--- config.mk ---
export PLATFORM = sky130hd
export DESIGN_NAME = inv_sbox_layer_flat
export DESIGN_NICKNAME = d
export VERILOG_FILES = /design/src/rtl/ascon_aead128_pkg.sv /design/src/rtl/inv_sbox_layer_if.sv /design/src/rtl/inv_sbox_layer_inv_sbox.sv /design/src/rtl/inv_sbox_layer.sv /design/src/flat_wrapper.sv
export SDC_FILE = /design/constraint.sdc
export NUM_CORES = 1
export LEC_CHECK = 0
export CORE_AREA = 2 2 250 252
export CTS_CLUSTER_DIAMETER = 200
export DETAILED_ROUTE_END_ITERATION = 8
export DIE_AREA = 0 0 252 254
export PLACE_DENSITY = 0.65
export SKIP_LAST_GASP = 1
export SLEW_MARGIN = 40
export SYNTH_ARGS = -nofsm -noshare
export SYNTH_HDL_FRONTEND = slang
export SYNTH_SLANG_ARGS = --single-unit
--- constraint.sdc ---
create_clock -name clk -period 9.8 [get_ports clk]
set_clock_uncertainty 0.1 [all_clocks]
set_input_delay 2.45 -clock clk [delete_from_list [all_inputs] [get_ports clk]]
set_output_delay 2.45 -clock clk [all_outputs]
set_load 0.01 [all_outputs]
--- src/rtl/ascon_aead128_pkg.sv ---
// Shared Ascon-AEAD128 types and constants: S-box tables, column/state types,
// and the FSM encoding used by the inverse substitution layer.
package ascon_aead128_pkg;

  typedef logic [4:0] ascon_col_t;
  // Index 4 holds x0 (bits 319:256), index 0 holds x4 (bits 63:0).
  typedef logic [4:0][63:0] ascon_state_t;

  localparam int unsigned ASCON_COLS = 32'd64;

  localparam ascon_col_t s_box [32] = '{
    5'h04, 5'h0b, 5'h1f, 5'h14, 5'h1a, 5'h15, 5'h09, 5'h02,
    5'h1b, 5'h05, 5'h08, 5'h12, 5'h1d, 5'h03, 5'h06, 5'h1c,
    5'h1e, 5'h13, 5'h07, 5'h0e, 5'h00, 5'h0d, 5'h11, 5'h18,
    5'h10, 5'h0c, 5'h01, 5'h19, 5'h16, 5'h0a, 5'h0f, 5'h17
  };

  localparam ascon_col_t inv_s_box [32] = '{
    5'h14, 5'h1a, 5'h07, 5'h0d, 5'h00, 5'h09, 5'h0e, 5'h12,
    5'h0a, 5'h06, 5'h1d, 5'h01, 5'h19, 5'h15, 5'h13, 5'h1e,
    5'h18, 5'h16, 5'h0b, 5'h11, 5'h03, 5'h05, 5'h1c, 5'h1f,
    5'h17, 5'h1b, 5'h04, 5'h08, 5'h0f, 5'h0c, 5'h10, 5'h02
  };

  typedef enum logic [1:0] {
    ISB_IDLE = 2'd0,
    ISB_BUSY = 2'd1,
    ISB_DONE = 2'd2
  } isb_state_e;

  function automatic bit legal_cols(input int unsigned c);
    return (c == 32'd1) || (c == 32'd2) || (c == 32'd4) || (c == 32'd8) ||
           (c == 32'd16) || (c == 32'd32) || (c == 32'd64);
  endfunction

  // Slice counter width; a single slice still gets a 1-bit counter.
  function automatic int unsigned cnt_width(input int unsigned c);
    return ((ASCON_COLS / c) > 32'd1) ? $clog2(ASCON_COLS / c) : 32'd1;
  endfunction

endpackage

--- src/rtl/inv_sbox_layer_if.sv ---
// Load/result handshake bundle of the inverse substitution layer.
interface inv_sbox_layer_if;
  import ascon_aead128_pkg::*;

  logic         in_valid;
  logic         in_ready;
  ascon_state_t in_state;
  logic         out_valid;
  logic         out_ready;
  ascon_state_t out_state;
  logic         busy;

  modport master (
    output in_valid, in_state, out_ready,
    input  in_ready, out_valid, out_state, busy
  );

  modport slave (
    input  in_valid, in_state, out_ready,
    output in_ready, out_valid, out_state, busy
  );

endinterface

--- src/rtl/inv_sbox_layer_inv_sbox.sv ---
// Single-column inverse Ascon S-box lookup, purely combinational.
module inv_sbox
  import ascon_aead128_pkg::*;
(
  input  ascon_col_t col_i,
  output ascon_col_t col_o
);

  assign col_o = inv_s_box[col_i];

endmodule

--- src/rtl/inv_sbox_layer.sv ---
// Multi-cycle inverse Ascon substitution layer: a 320-bit state is captured,
// inverted COLS_PER_CYCLE columns at a time in place, then held until consumed.
module inv_sbox_layer
  import ascon_aead128_pkg::*;
#(
  parameter int unsigned COLS_PER_CYCLE = 32'd8
) (
  input  logic            clk,
  input  logic            rst_n,
  inv_sbox_layer_if.slave bus
);

  localparam int unsigned SLICES = ASCON_COLS / COLS_PER_CYCLE;
  localparam int unsigned CNT_W  = cnt_width(COLS_PER_CYCLE);
  localparam logic [CNT_W-1:0] CNT_LAST = CNT_W'(SLICES - 32'd1);

  if (!legal_cols(COLS_PER_CYCLE)) begin : g_bad_cols
    $error("inv_sbox_layer: COLS_PER_CYCLE must be 1, 2, 4, 8, 16, 32 or 64");
  end

  isb_state_e       state_q;
  logic [CNT_W-1:0] cnt_q;
  ascon_state_t     work_q;
  ascon_state_t     work_d;
  logic             in_ready_q;
  logic             out_valid_q;
  logic             busy_q;

  logic [5:0]       base_s;
  logic [5:0]       col_idx_s [COLS_PER_CYCLE];
  ascon_col_t       col_in_s  [COLS_PER_CYCLE];
  ascon_col_t       col_out_s [COLS_PER_CYCLE];

  // Product never exceeds 63, so the truncation to 6 bits is exact.
  assign base_s = 6'(cnt_q) * 6'(COLS_PER_CYCLE);

  for (genvar g = 0; g < COLS_PER_CYCLE; g++) begin : g_col
    assign col_idx_s[g] = base_s + 6'(g);
    assign col_in_s[g]  = {work_q[4][col_idx_s[g]], work_q[3][col_idx_s[g]],
                           work_q[2][col_idx_s[g]], work_q[1][col_idx_s[g]],
                           work_q[0][col_idx_s[g]]};
    inv_sbox u_inv_sbox (
      .col_i (col_in_s[g]),
      .col_o (col_out_s[g])
    );
  end

  // Working register with the current slice of columns replaced.
  always_comb begin
    work_d = work_q;
    for (int g = 0; g < COLS_PER_CYCLE; g++) begin
      for (int w = 0; w < 5; w++) begin
        work_d[w][col_idx_s[g]] = col_out_s[g][w];
      end
    end
  end

  // Control FSM, slice counter, working register and registered handshake flags.
  always_ff @(posedge clk or negedge rst_n) begin
    if (!rst_n) begin
      state_q     <= ISB_IDLE;
      cnt_q       <= '0;
      work_q      <= '0;
      in_ready_q  <= 1'b1;
      out_valid_q <= 1'b0;
      busy_q      <= 1'b0;
    end else begin
      case (state_q)
        ISB_IDLE: begin
          if (bus.in_valid) begin
            work_q     <= bus.in_state;
            cnt_q      <= '0;
            state_q    <= ISB_BUSY;
            in_ready_q <= 1'b0;
            busy_q     <= 1'b1;
          end
        end
        ISB_BUSY: begin
          work_q <= work_d;
          if (cnt_q == CNT_LAST) begin
            cnt_q       <= '0;
            state_q     <= ISB_DONE;
            out_valid_q <= 1'b1;
          end else begin
            cnt_q <= cnt_q + CNT_W'(1);
          end
        end
        ISB_DONE: begin
          if (bus.out_ready) begin
            state_q     <= ISB_IDLE;
            out_valid_q <= 1'b0;
            in_ready_q  <= 1'b1;
            busy_q      <= 1'b0;
          end
        end
        default: begin
          state_q     <= ISB_IDLE;
          cnt_q       <= '0;
          in_ready_q  <= 1'b1;
          out_valid_q <= 1'b0;
          busy_q      <= 1'b0;
        end
      endcase
    end
  end

  assign bus.in_ready  = in_ready_q;
  assign bus.out_valid = out_valid_q;
  assign bus.busy      = busy_q;
  assign bus.out_state = work_q;

endmodule

--- src/flat_wrapper.sv ---
// flat-port wrapper written by rule: the top's interface ports become plain ports
module inv_sbox_layer_flat import ascon_aead128_pkg::*;
#(
  parameter int unsigned COLS_PER_CYCLE = 32'd8
)
  (clk, rst_n, bus_in_valid, bus_in_state, bus_out_ready, bus_in_ready, bus_out_valid, bus_out_state, bus_busy);
  inv_sbox_layer_if bus_i ();
  input  logic clk;
  input  logic rst_n;
  input wire logic [$bits(bus_i.in_valid)-1:0] bus_in_valid;
  input wire logic [$bits(bus_i.in_state)-1:0] bus_in_state;
  input wire logic [$bits(bus_i.out_ready)-1:0] bus_out_ready;
  output wire logic [$bits(bus_i.in_ready)-1:0] bus_in_ready;
  output wire logic [$bits(bus_i.out_valid)-1:0] bus_out_valid;
  output wire logic [$bits(bus_i.out_state)-1:0] bus_out_state;
  output wire logic [$bits(bus_i.busy)-1:0] bus_busy;
  assign bus_i.in_valid = bus_in_valid;
  assign bus_i.in_state = bus_in_state;
  assign bus_i.out_ready = bus_out_ready;
  assign bus_in_ready = bus_i.in_ready;
  assign bus_out_valid = bus_i.out_valid;
  assign bus_out_state = bus_i.out_state;
  assign bus_busy = bus_i.busy;
  inv_sbox_layer #(.COLS_PER_CYCLE(COLS_PER_CYCLE)) u_core (.clk(clk), .rst_n(rst_n), .bus(bus_i));
endmodule
### Word level (Yosys, flattened, before mapping)

Memories as Yosys holds them, arrays and structs flattened.
Index checks and enable logic that the tools add are counted.

| word-level totals | value |
|---|---|
| bits in registers | 328 |
| memory bits (read-only) | 1280 |
| bits of input ports | 324 |
| output and inout port bits | 323 |
| word-level logic and storage cells | 251 |
| memories | 8 |

| cells by class | value |
|---|---|
| add/sub/neg operators | 8 |
| magnitude comparators | 24 |
| eq/ne operators | 6 |
| multiplexer cells | 169 |
| bitwise operators | 11 |
| reduce and logical (&&, ||, !) cells | 15 |

Memory list:

| name | depth | width | rd ports | clocked after Yosys merged registers in | write ports | line | RTL |
|---|---|---|---|---|---|---|---|
| (no name shown) | 32 | 5 | 1 | 0 | 0 | inv_sbox_layer_inv_sbox.sv:9 | `assign col_o = inv_s_box[col_i];` |
| (no name shown) | 32 | 5 | 1 | 0 | 0 | inv_sbox_layer_inv_sbox.sv:9 |  |
| (no name shown) | 32 | 5 | 1 | 0 | 0 | inv_sbox_layer_inv_sbox.sv:9 |  |
| (no name shown) | 32 | 5 | 1 | 0 | 0 | inv_sbox_layer_inv_sbox.sv:9 |  |
| (no name shown) | 32 | 5 | 1 | 0 | 0 | inv_sbox_layer_inv_sbox.sv:9 |  |
| (no name shown) | 32 | 5 | 1 | 0 | 0 | inv_sbox_layer_inv_sbox.sv:9 |  |
| 2 more memories | n/a | n/a | n/a | n/a | n/a | n/a |  |

Operator list:

| kind | number |
|---|---|
| bitwise mux 64 bit | 40 |
| case mux 320 bit (2 select lines) | 1 |
| 2-to-1 mux 320 bit | 1 |
| binary-select mux 1 bit (select 6 bit) | 35 |
| 2-to-1 mux 5 bit | 16 |
| less-than comparator 6 x 7 -> 1 bit (second input constant) | 8 |
| 2-to-1 mux 1 bit | 53 |
| >= comparator 6 x 1 -> 1 bit (second input constant) | 8 |
| >= comparator 6 bit (second input constant) | 8 |
| inverter 5 -> 6 bit | 8 |
| demux 1 bit (select 6 bit) | 7 |
| adder 6 x 3 -> 6 bit (second input constant) | 4 |
| binary-select mux 1 bit (select 3 bit) | 5 |
| adder 6 x 2 -> 6 bit (second input constant) | 2 |
| case mux 1 bit (3 select lines) | 3 |
| case mux 3 bit (3 select lines) | 1 |
| AND reduction 3 bit | 3 |
| logical AND 1 bit | 8 |
| adder 6 x 1 -> 6 bit (second input constant) | 1 |
| 2-to-1 mux 2 bit | 3 |
| 2-to-1 mux 3 bit | 2 |
| case mux 2 bit (3 select lines) | 1 |
| inequality test 2 bit (second input constant) | 2 |
| AND reduction 2 bit | 2 |
| 9 further kinds | 11 |

### Depth between registers and ports, before layout

Gate-level depths: netlist of run 1.

| depth | value |
|---|---|
| word-level depth | 15 |
| mapped depth | 15 |
| gate-level depth less buffers | 11 |

### By module

From an unflattened synthesis of run 1, not the netlist that was laid out.

| second synthesis, totals | value |
|---|---|
| cells, all modules | 1763 |
| area total of the unflattened synthesis | 21374.2 µm² |

Modules (own cells, without submodules):

| module | times used | cells an instance | area each (µm²) | sequential area each (µm²) |
|---|---|---|---|---|
| inv_sbox_layer | 1 | 1375 | 18490.2 | 8209.1 |
| inv_sbox at u_core.g_col[0].u_inv_sbox ... | 5 | 48 | 361.6 | 0.0 |
| inv_sbox at u_core.g_col[2].u_inv_sbox ... | 2 | 50 | 357.8 | 0.0 |
| inv_sbox at u_core.g_col[1].u_inv_sbox | 1 | 48 | 360.3 | 0.0 |

### Worst setup path after synthesis of run 1

OpenSTA, ideal clock, no wires.

| path | value |
|---|---|
| kind | input-to-reg |
| start point | in bus_in_valid |
| end point | reg u_core.work_q (netlist bit u_core.bus.out_state[101]) |
| library setup time | 144 ps |
| data arrival time | 3799 ps |
| required time | 9556 ps |
| path slack | 5757 ps |
| stages | 7 |
| path buffers | 4 |
| cells stage by stage | nand2b_1 -> or2_2 -> clkbuf_1 -> clkbuf_1 -> clkbuf_1 -> clkbuf_1 -> o221ai_1 |

| on the way | value |
|---|---|
| longest elaborated chain between the ends | 2 |

Ends and longest elaborated chain:

| item | line | RTL |
|---|---|---|
| start: declaration | flat_wrapper.sv:10 | `input wire logic [$bits(bus_i.in_valid)-1:0] bus_in_valid;` |
| inequality test 2 bit (no source line) | n/a |  |
| AND reduction 2 bit (no source line) | n/a |  |
| end signal: assignment | inv_sbox_layer.sv:71 | `work_q <= bus.in_state;` |
| end signal: assignment | inv_sbox_layer.sv:79 | `work_q <= work_d;` |
| end: declaration | inv_sbox_layer.sv:23 | `ascon_state_t work_q;` |

No other way between the ends.
A chain may end at the register's enable or synchronous reset.

### Final worst setup path of run 1

| path | value |
|---|---|
| start point | in bus_in_valid |
| end point | reg u_core.work_q (netlist bit u_core.bus.out_state[62]) |

Same word-level chain as after synthesis.

==> summary.md, run 1 <==
| Metric | Value |
|---|---|
| RD Place Congestion | 0.923 |
| Final cell count without fillers | 3,414 |
| Max cap viols | 0 |
| Fin crit period | 5.17 ns |
| CTS tree | yes |
| Resized cells post-CTS | 0 |
| Clock Path Buffers | 3 |
| Die width | 252 um |
| Syn_area_per_cell | 9.94 um2 |
| Wire per inst | 30.0 um |
| DRC | 0 |
| Largest net degree at the start of global routing | 141 |
| Final Hold Viols | 0 |
| Die Y | 254 um |
| Port buffer count | 646 |
| Least-Margin Pin Slew | roughly 0.85 ns |
| Endpoint type of the worst setup path | register |
| Hold_buf cts | 0 |
| Commonest non-fill, non-tap cell in the layout | clkdlybuf4s50_1 |
| Vias in the first global route | 21.2k |
| Clock Latency Late Sink | between 0.5 and 0.6 ns |
| RSZ-0062 raised after global routing | no |
| Synth Area in Adders | 3.30% |
| ANT cells | 0 |
| # fillers | 5,654 |
| WL final | 103,000 um |
| Number of DRC markers in iteration 0 | 2,369 |
| Root buf cell | clkbuf_16 |
| Post-Place Cell Area | 27,500 um2 |
| Critical Path Fanout Max | 45 |
| Synth Area in Compound Gates | 24.5% |
| Post-route ant nets | 0 |
| Vias | 21.5k |
| H-Tree Level Count | 2 |
| Worst-path clk slew | 0.05 ns |
| Synth top area share | roughly two fifths |
| Main combinational cell family by area after synthesis | compound AO/OA/AOI/OAI gates |
| Min-Delay Path Class | reg -> reg |
| Layout cells sized above 1 | 11.6% |
| Fin Setup TNS | 0 ns |
| First-pass DRT Iterations | 5 |
| Clk sink count | 328 |
| Leading area contributor after synthesis | dfrtp_1 |
| P&R area growth vs syn | 40.8% |
| Post-Syn Nets | between 2k and 2.5k |
| Mapped Cells | 2,060 |
| Post-route cell area | just under 30,000 um2 |
| Gr ovfl total | 0 |
| Worst Path Required | just over 10 ns |
| Most frequent cells in the layout | clkdlybuf4s50_1, dfrtp_1, a21oi_1, nand2_1, nor2_1 |
| Core ar. | 61,300 um2 |
| Total CTS buffers | 39 |
| Synth top area cells | dfrtp_1, mux4_2, a21oi_1, o32ai_1, nand2_1 |
| Fin crit share | 52.8% |
| Mux cell area share after synthesis | 13.8% |
| Post-synth EDFFs | 0 |
| Outcome | complete, no violations |
| Register area share after synthesis | 40.1% |
| Synth cell types | between 90 and 100 |
| CP arrival | roughly 5.5 ns |
| Crit Path Category | in -> reg |
| Die area | 64,000 um2 |
| Max Slew Vio Count | 0 |
| Effective utilization at floorplan | between 30% and 40% |
| Seq cells post-synth | 328 |
| Rows | 91 |
| Fmax | 0.193 GHz |
| Synthesis Warnings | 0 |
| Primary FF master, synth | dfrtp_1 |
| Final HPWL DP | 72,900 um |
| Rel. slew slack | 43.0% |
| Setup bufs post-CTS | 0 |
| Synthesized area | just over 20,000 um2 |
| I/O pin count | 647 |
| Global-route wire length before repair | 147,000 um |
| Xor/xnor cell area share of the yosys netlist | between 1 and 1.5% |
| Placed insts | 3,344 |
| Ys async rst share | 100% |
| Startpoint Class | input pin |
| Final net count | roughly 3k |
| Post-DR vias/cell | 6.29 |
| Final setup fails | 0 |
| Antenna violations before repair | 5 |
| Simple-Gate Fraction of Synth Area | approximately an eighth |
| Global Route Usage Sum | 30.9% |
area by class of cell:
type | count | area (um2) | area share (%)
multi-input cells | 1502 | 11400 | 39.5
flip-flops and latches | 328 | 8220 | 28.5
repair buffers | 689 | 6890 | 23.9
clock buffers | 58 | 1130 | 3.91
well taps | 790 | 988 | 3.43
inverters | 38 | 143 | 0.495
clock inverters | 9 | 77.6 | 0.269
routing by layer:
metal / up-vias / global-route usage [%] / wire, um
li1: 8967 / - / -
met1: 10694 / 39.9 / 39200
met2: 1550 / 50.7 / 49000
met3: 265 / 7.04 / 10400
met4: 4 / 11.5 / 3850
met5: - / 0 / 27
final timing paths:
path	slack [ns]	to	cells past startpoint	startpoint
min	0.42	u_core.bus.out_state[84]	2	u_core.bus.out_state[84]
max reg2reg	5.41	u_core.bus.out_state[317]	9	u_core.cnt_q[0]
min reg2reg	0.42	u_core.bus.out_state[84]	2	u_core.bus.out_state[84]
max in group asynchronous	6.56	u_core.bus.out_state[200]	3	rst_n
min in group asynchronous	1.74	u_core.bus.out_state[71]	1	rst_n
max	4.63	u_core.bus.out_state[62]	7	bus_in_valid
through the flow:
stage          hold WS, ns  util [%]  worst slack, ns
4_1_cts              0.424      46.9             4.71
6_report             0.423      47.1             4.63
5_1_grt              0.445      47.1             4.54
3_5_place_dp         0.409      44.9             4.13
2_1_floorplan        0.424         -             5.76
3_3_place_gp         0.394      44.7             4.09
synthesized netlist by cell type (29+ instances only):
library cell,instances
a211oi_1,71
a21oi_1,221
a22oi_1,41
and3_1,63
clkbuf_1,138
dfrtp_1,327
ha_1,54
mux2i_1,64
mux4_2,61
nand2_1,206
nand3_1,46
nor2_1,131
nor3_1,29
o21ai_0,31
o21ai_1,41
o221ai_1,40
o32ai_1,124
sequential cells by signal, summed over array words and instances, names as in the netlist:
name and count:
u_core.bus.out_valid 1, u_core.cnt_q 3, u_core.bus.busy 1, u_core.state_q 2, u_core.bus.in_ready 1, u_core.bus.out_state 320
cells by family (layout without fill, tap and decap cells):
kind of cell / count (synthesis) / after routing
compound gates: 720 / 720
simple gates: 529 / 529
flops: 328 / 328
buf+inv: 230 / 794
mux: 179 / 179
fa+ha+maj: 54 / 54
xor+xnor: 20 / 20
worst max-delay path: stages:
cell and delay (ns):
clkdlybuf4s50_1 0.45, nand2b_4 0.32, or2_4 0.59, buf_4 0.54
nand2_2 0.64, o32a_1 0.35, o31a_1 0.10
Power of run 1 is left out: the tool's default activity adds up to more than one toggle a clock period on the data nets, which glitch-free logic cannot reach.
==> inputs of run 2 (changes only) <==
Settings changed: CORE_AREA 2 2 250 252 to 2 2 249 251, DIE_AREA 0 0 252 254 to 0 0 251 253, PLACE_DENSITY 0.65 to 0.68.
Clock period 9.8 ns to 4.7 ns, I/O delays scaled along.
==> run 2 against run 1 <==
Register-to-register slack lost 4.7 ns. Die area down 0.79%. Worst setup slack got worse by 4.0 ns. First-iteration DRC count grew 2.0%. Count of clock-buffer cells in the layout up 1. Critical path depth up 3. Final area grew 1.5%. Cell count grew 1.5%. Utilization rose by 0.87 points. Critical endpoint is now u_core.bus.out_state[305].
==> summary.md, run 2 (synthesis results as in run 1) <==
| Metric | Value |
|---|---|
| Outcome | complete, no violations |
| Global-route wire length before repair | 149,000 um |
| Total CTS buffers | 38 |
| Crit Path Category | reg -> reg |
| Max reg flops | 320 |
| Worst r2r src | u_core.cnt_q[0] |
| CTS tree | yes |
| Startpoint Class | register |
| Commonest non-fill, non-tap cell in the layout | clkdlybuf4s50_1 |
| FF-to-FF setup slack | 0.67 ns |
| Routed wl met2 | slightly below 50,000 um |
| Final setup fails | 0 |
| Hold_buf cts | 0 |
| Layout cells sized above 1 | 12.8% |
| Setup bufs post-CTS | 0 |
| P&R area growth vs syn | 42.8% |
| Clk sink count | approximately 330 |
| Core ar. | approximately 61,000 um2 |
| Final Hold Viols | 0 |
| Fin crit share | between 80% and 90% |
| Die area | approximately 64,000 um2 |
| DRC | 0 |
| Clock Path Buffers | 3 |
| Global Route Usage Sum | 31.8% |
| Rel. slew slack | about two fifths |
| Vias | 21.7k |
| Worst-path clk slew | 0.06 ns |
| Final net count | 3,021 |
| Clock Latency Late Sink | 0.57 ns |
| Largest net degree at the start of global routing | 136 |
| Post-route ant nets | 0 |
| Hold slack | 0.414 ns |
| Fin Setup TNS | 0 ns |
| Max Slew Vio Count | 0 |
| I/O pin count | 647 |
| Rows | 91 |
| Gr ovfl total | 0 |
| Max cap viols | 0 |
| Vias in the first global route | 21.5k |
| Final HPWL DP | 75,700 um |
| RD Place Congestion | 0.929 |
| Resized cells post-CTS | 0 |
| Crit-path cells | buf_12, mux4_2, mux2i_2, inv_2, ha_1, nor2_1, nand2_1, and3_1, nor3_4, a21oi_1 |
| Min-Delay Path Class | reg -> reg |
| H-Tree Level Count | 2 |
| Die width | ~250 um |
| Fin crit period | 4.03 ns |
| Routed length on met3 | 10,700 um |
| Max incr delay on CP | around 0.9 ns |
| Reg2Reg Depth | 10 |
| WL final | around 100,000 um |
| Number of DRC markers in iteration 0 | 2,417 |
| Die Y | 253 um |
| Post-DR vias/cell | roughly 6.3 |
| Antenna violations before repair | 8 |
| First-pass DRT Iterations | 7 |
| RR Endpoint | u_core.bus.out_state[305] |
| Placed insts | approximately 3.4k |
| Most frequent cells in the layout | clkdlybuf4s50_1, dfrtp_1, a21oi_1, nand2_1, nor2_1 |
| Wire per inst | approximately 30 um |
| Slowest CP cell | dfrtp_4 |
| Least-Margin Pin Slew | 0.855 ns |
| Fmax | about 0.25 GHz |
| RSZ-0062 raised after global routing | no |
| Effective utilization at floorplan | 33.6% |
| CP arrival | 4.35 ns |
| Crit. Startpoint | u_core.cnt_q[0] |
| Critical Path Fanout Max | 31 |
| Worst Path Required | around 5 ns |
| Setup crit end | u_core.bus.out_state[305] |
| Met1 WL | 40,300 um |
| Port buffer count | between 600 and 700 |
| Final cell count without fillers | 3,465 |
| Endpoint type of the worst setup path | register |
| Top sig layer | met5 |
| Root buf cell | clkbuf_16 |
-- run 2: worst min-delay path by stage --
stage / start / to / cells after the start
3_5_place_dp: u_core.bus.out_state[119] / u_core.bus.out_state[119] / 2
2_1_floorplan: u_core.state_q[1] / u_core.bus.out_valid / 1
3_3_place_gp: u_core.bus.out_state[119] / u_core.bus.out_state[119] / 2
5_1_grt: u_core.bus.out_state[119] / u_core.bus.out_state[119] / 2
4_1_cts: u_core.bus.out_state[119] / u_core.bus.out_state[119] / 2
6_report: u_core.bus.out_state[119] / u_core.bus.out_state[119] / 2
-- run 2: area by class of cell --
cell class                      count  area (um2)
Timing Repair Buffer              735        7320
Fill cell                        5563       31800
Tap cell                          790         988
Clock buffer                       59        1150
Inverter                           38         143
Sequential cell                   328        8220
Antenna cell                        4        10.0
Clock inverter                      9         120
Multi-Input combinational cell   1502       11300
-- run 2: per-layer routing --
metal  global-route usage, %  vias up
met5                       0        -
met4                    14.7        4
met3                    7.02      313
met2                    51.2     1693
met1                    40.9    10617
li1                        -     9057
-- run 2: worst max-delay path: cells and delay by family, from the launching register on --
kind                       cells  cell delay (ns)
buffers and inverters          2             0.53
DFF                            1             0.90
adders and majority gates      1             0.28
AOI/OAI and AO/OA              1             0.13
and+or+nand+nor                4             0.77
muxes                          2             1.14
-- run 2: through the flow --
| stage | utilization (%) | cell area (um2) | setup WS [ns] |
|---|---|---|---|
| 2_1_floorplan | - | 20500 | 1.53 |
| 3_3_place_gp | 45.7 | 27900 | 0.735 |
| 3_5_place_dp | 45.8 | 27900 | 0.644 |
| 4_1_cts | 47.9 | 29200 | 0.630 |
| 5_1_grt | 47.9 | 29200 | 0.383 |
| 6_report | 47.9 | 29200 | 0.667 |
Power of run 2 is left out for the same reason.
==> inputs of run 3 (changes only) <==
Settings changed: GPL_TIMING_DRIVEN set to 0.
==> run 3 against run 2 <==
The run now ends with negative setup slack left. Critical path depth rose by 1. Via count rose by 8.5%. Register-to-register slack got worse by 0.67 ns. Maximum frequency fell by 14%. Sequential share of layout area fell by 0.36 points. Non-clock buffer count rose by 117. Global-route usage rose by 8.1 points. Sequential cell count did not move. Cell count rose by 3.2%.
==> summary.md, run 3 (synthesis results as in run 1) <==
| Metric | Value |
|---|---|
| Fin crit share | 100% |
| WP depth | 11 |
| Final HPWL DP | 98,200 um |
| Die area | approximately 64,000 um2 |
| Number of DRC markers in iteration 0 | around 3.1k |
| Placed insts | between 3k and 4k |
| H-Tree Level Count | 2 |
| Wire per inst | around 37 um |
| Largest net degree at the start of global routing | 72 |
| Layout cells sized above 1 | between 10% and 20% |
| CTS tree | yes |
| Die width | 251 um |
| Most frequent CP cell | buf_4 |
| Crit Path Category | reg -> reg |
| DRC | 0 |
| First-pass DRT Iterations | 6 |
| Final net count | 3,138 |
| Most frequent cells in the layout | clkdlybuf4s50_1, dfrtp_1, a21oi_1, nand2_1, nor2_1 |
| Rows | 91 |
| Max Slew Vio Count | 0 |
| P&R area growth vs syn | 44.4% |
| Startpoint Class | register |
| Endpoint type of the worst setup path | register |
| RSZ-0062 raised after global routing | no |
| Fin util | 48.5% |
| Rel. slew slack | around two fifths |
| Vias | 23.5k |
| PnR worst setup slack | -0.000298 ns |
| RD Place Congestion | 0.968 |
| Root buf cell | clkbuf_16 |
| Min-Delay Path Class | in -> async |
| Global-route wire length before repair | about 180,000 um |
| Failing checks | negative setup slack |
| Crit-path cells | buf_4, buf_4, buf_4, buf_4, buf_4, nand3_1, nand2_1, clkbuf_2, clkbuf_2, o22ai_1, a21oi_1 |
| Fmax | 0.213 GHz |
| Clock Path Buffers | 3 |
| Reg2Reg Depth | 11 |
| Resized cells post-CTS | 0 |
| Outcome | finished, violations left |
| Max reg flops | 320 |
| CP arrival | around 5 ns |
| Least-Margin Pin Slew | 0.915 ns |
| Commonest non-fill, non-tap cell in the layout | clkdlybuf4s50_1 |
| Clock Latency Late Sink | just under 0.6 ns |
| Crit path max-delay family | buffers and inverters |
| Worst Path Required | 5.09 ns |
| Die Y | 253 um |
| Final Hold Viols | 0 |
| Fin Setup TNS | -0.000298 ns |
| Vias in the first global route | 22.6k |
| Worst-path clk slew | approximately 0.060 ns |
| Slowest CP cell | clkbuf_2 |
| WP buf/inv | 7 |
| Max cap viols | 0 |
| Post-route ant nets | 0 |
| Effective utilization at floorplan | 33.6% |
| Final cell count without fillers | 3,575 |
| Clk sink count | 328 |
| Port buffer count | 646 |
| Final setup fails | 1 |
| Antenna violations before repair | 8 |
| Hold_buf cts | 0 |
| Core ar. | 61,000 um2 |
| Global Route Usage Sum | 39.9% |
| Max incr delay on CP | 0.72 ns |
| Setup bufs post-CTS | 0 |
| WL final | 131,000 um |
| I/O pin count | 647 |
| Post-DR vias/cell | approximately 6.6 |
| Critical Path Fanout Max | 10 |
| Gr ovfl total | 0 |
| Fin crit period | 4.70 ns |
| Total CTS buffers | 38 |
| Setup WS pre-CTS | 0.106 ns |
## run 3: area by class of cell
| cell class | instances | area (um2) |
|---|---|---|
| clock buffer | 55 | 1170 |
| fill | 5691 | 31500 |
| buffer | 192 | 1010 |
| timing repair buffer | 660 | 6690 |
| clock inverter | 7 | 116 |
| multi-input combinational | 1502 | 11200 |
| inverter | 38 | 143 |
| tap | 790 | 988 |
| sequential | 328 | 8210 |
| antenna | 3 | 7.51 |
## run 3: worst reg2reg max path, stage by stage, from the launching register on
cell and delay, ns:
dfrtp_1 0.35, buf_4 0.21, buf_4 0.26, buf_4 0.42, buf_4 0.37, buf_4 0.29, nand3_1 0.62, nand2_1 0.32
clkbuf_2 0.55, clkbuf_2 0.73, o22ai_1 0.22, a21oi_1 0.18
## run 3: stage by stage
stage | hold slack [ns] | area (um2)
after floorplan | 0.424 | 20500
after global placement | 0.393 | 27900
after detailed placement | 0.402 | 28300
after CTS | 0.375 | 29500
after global routing | 0.391 | 29600
final | 0.370 | 29600
## run 3: final timing paths
path                                                 from                   endpoint  slack, ns
worst max register to register            u_core.cnt_q[2]   u_core.bus.out_state[45]    -0.0003
max in group asynchronous                           rst_n  u_core.bus.out_state[232]       2.76
min in group clk                u_core.bus.out_state[109]  u_core.bus.out_state[109]       0.42
worst min-delay path                                rst_n  u_core.bus.out_state[101]       0.37
worst min register to register  u_core.bus.out_state[109]  u_core.bus.out_state[109]       0.42
worst max-delay path                      u_core.cnt_q[2]   u_core.bus.out_state[45]    -0.0003
## run 3: layer usage
| metal | GRT usage, % | share of wire (%) | routed length, um |
|---|---|---|---|
| met1 | 50.2 | 37 | 48500 |
| met4 | 21.2 | 6.6 | 8620 |
| met3 | 11.7 | 12 | 15900 |
| met2 | 62.2 | 44 | 58000 |
| met5 | 0 | 0.030 | 39 |
Power of run 3 is left out for the same reason.
==> variant, RTL diff (flow settings as in run 3) <==
Change the package constant `ASCON_COLS` from 32'd64 to 32'd128.
--- a/src/rtl/ascon_aead128_pkg.sv
+++ b/src/rtl/ascon_aead128_pkg.sv
@@ -7,5 +7,5 @@
   typedef logic [4:0][63:0] ascon_state_t;
 
-  localparam int unsigned ASCON_COLS = 32'd64;
+  localparam int unsigned ASCON_COLS = 32'd128;
 
   localparam ascon_col_t s_box [32] = '{
Function: not settled (the Yosys comparison gave no result); the edit may change what the design does.
==> variant against run 3 <==
- synthesized cell count fell by 6.4%
- largest cell class unchanged
- first-iteration DRC count fell by 7.8%
- sequential cell count rose by 1
- highest routed layer unchanged
- critical endpoint is now u_core.bus.out_state[7]
- final area fell by 2.8%
- non-clock buffer count fell by 11
- area after synthesis fell by 4.1%
- worst setup slack improved by 0.13 ns
- wire length barely moved
- global-route usage barely moved
Power is not shown: default switching activity piles up to over one toggle a cycle in this logic, so the estimate is an artifact.
==> variant: results (changes against run 3) <==
CP.REQUIRED_NS=5.08  # was 5.09 ns
SYNTH-SEQ-AREA-SHARE=0.420  # was 0.401
FIN_NETS=3005  # was 3138
YOSYSUNIQUECELLTYPES=88  # was 91
TRACK_USAGE=0.400  # was 0.399
FINAL_ROUTED_WIRELENGTH_MM=131  # about the same
SYNTH_TOP_CELLS_BY_AREA='dfrtp_1 (42%), mux4_2 (6.8%), a21oi_1 (6.3%)'  # was dfrtp_1 (40%), mux4_2 (6.7%), a21oi_1 (5.4%)
PLACEDINSTANCEAREA_MM2=0.0274  # was 0.0283 mm^2
POST_SYNTH_MOST_FREQUENT_CELLS='dfrtp_1 (328), a21oi_1 (248), clkbuf_1 (112)'  # was dfrtp_1 (327), a21oi_1 (221), nand2_1 (206)
OUTCOME='finished, final reports clean'  # was finished, violations left
FINALHOLDWORSTSLACK_NS=0.380  # was 0.370 ns
PLACED_CELLS=3376  # was 3509
DP.FINAL_HPWL_MM=97.3  # was 98.2 mm
DRT_FIRST_ITER_VIOLATIONS=2814  # was 3053
FINAL_LAYOUT_SIZE_SUFFIX_GT1_FRAC=0.129  # was 0.128
FIN_CRIT_SH=0.973  # was 1.00
WIRE_PER_INST_UM=38.0  # was 36.7 um
CP_SLOWEST_STAGE_DELAY_NS=0.59  # was 0.72 ns
NETS_IN_THE_SYNTHESIZED_NETLIST=2306  # was 2438
POST_SYNTH_INST_COUNT=1929  # was 2060
WORST_R2R_PATH_DEPTH=12  # was 11
FINALWEIGHTEDCONGESTION=0.997  # was 0.968
GLOBAL_ROUTE_WIRE_LENGTH_BEFORE_REPAIR_MM=177  # was 178 mm
CRITPATHCAPTURE='u_core.bus.out_state[7]'  # was u_core.bus.out_state[45]
TIMING.RR.END='u_core.bus.out_state[7]'  # was u_core.bus.out_state[45]
NUMCTSBUFFERS=39  # was 38
INITIAL_ANTENNA_VIOLATION_COUNT=15  # was 8
WORSTMARGINPINSLEW_NS=0.947  # was 0.915 ns
HOLD_PATH_CLASS='flop to flop'  # was primary input to async pin
variant: worst min path at each step:
stage                                            to  depth (start not counted)
final                               u_core.cnt_q[3]                          1
after global routing      u_core.bus.out_state[154]                          1
after CTS                           u_core.cnt_q[3]                          1
after detailed placement            u_core.cnt_q[3]                          1
after global placement              u_core.cnt_q[3]                          1
after floorplan                     u_core.cnt_q[3]                          1
variant: cell type report:
cell class / count / area (um^2)
fill: 5835 / 32300
antenna: 9 / 22.5
tap: 790 / 988
timing repair buffer: 658 / 6670
sequential: 329 / 8230
clock inverter: 9 / 131
multi-input combinational: 1368 / 10400
buffer: 183 / 945
inverter: 49 / 186
clock buffer: 55 / 1170
variant: cell families (layout without fill, tap and decap cells):
kind of cell	Yosys count	after routing	synth area share
other cells	0	9	0
xor+xnor	17	17	0.00912
compound gates	791	791	0.268
buf+inv	232	954	0.0546
simple gates	351	351	0.0875
flops	329	329	0.420
fa+ha+maj	53	53	0.0338
mux	156	156	0.128
variant: worst reg2reg max path, delay by kind of cell, from the launching register on:
family          cells  cell delay (ns)
simple gates        3             0.54
compound gates      3             0.69
flops               1             0.33
buf+inv             6             2.82
variant: layer usage:
| metal | global-route usage | wire length, um | vias up |
|---|---|---|---|
| met5 | 0 | 84 | - |
| met4 | 0.237 | 9040 | 12 |
| met2 | 0.616 | 57700 | 2099 |
| met1 | 0.491 | 47000 | 11400 |
| li1 | - | - | 8896 |
| met3 | 0.128 | 17200 | 509 |
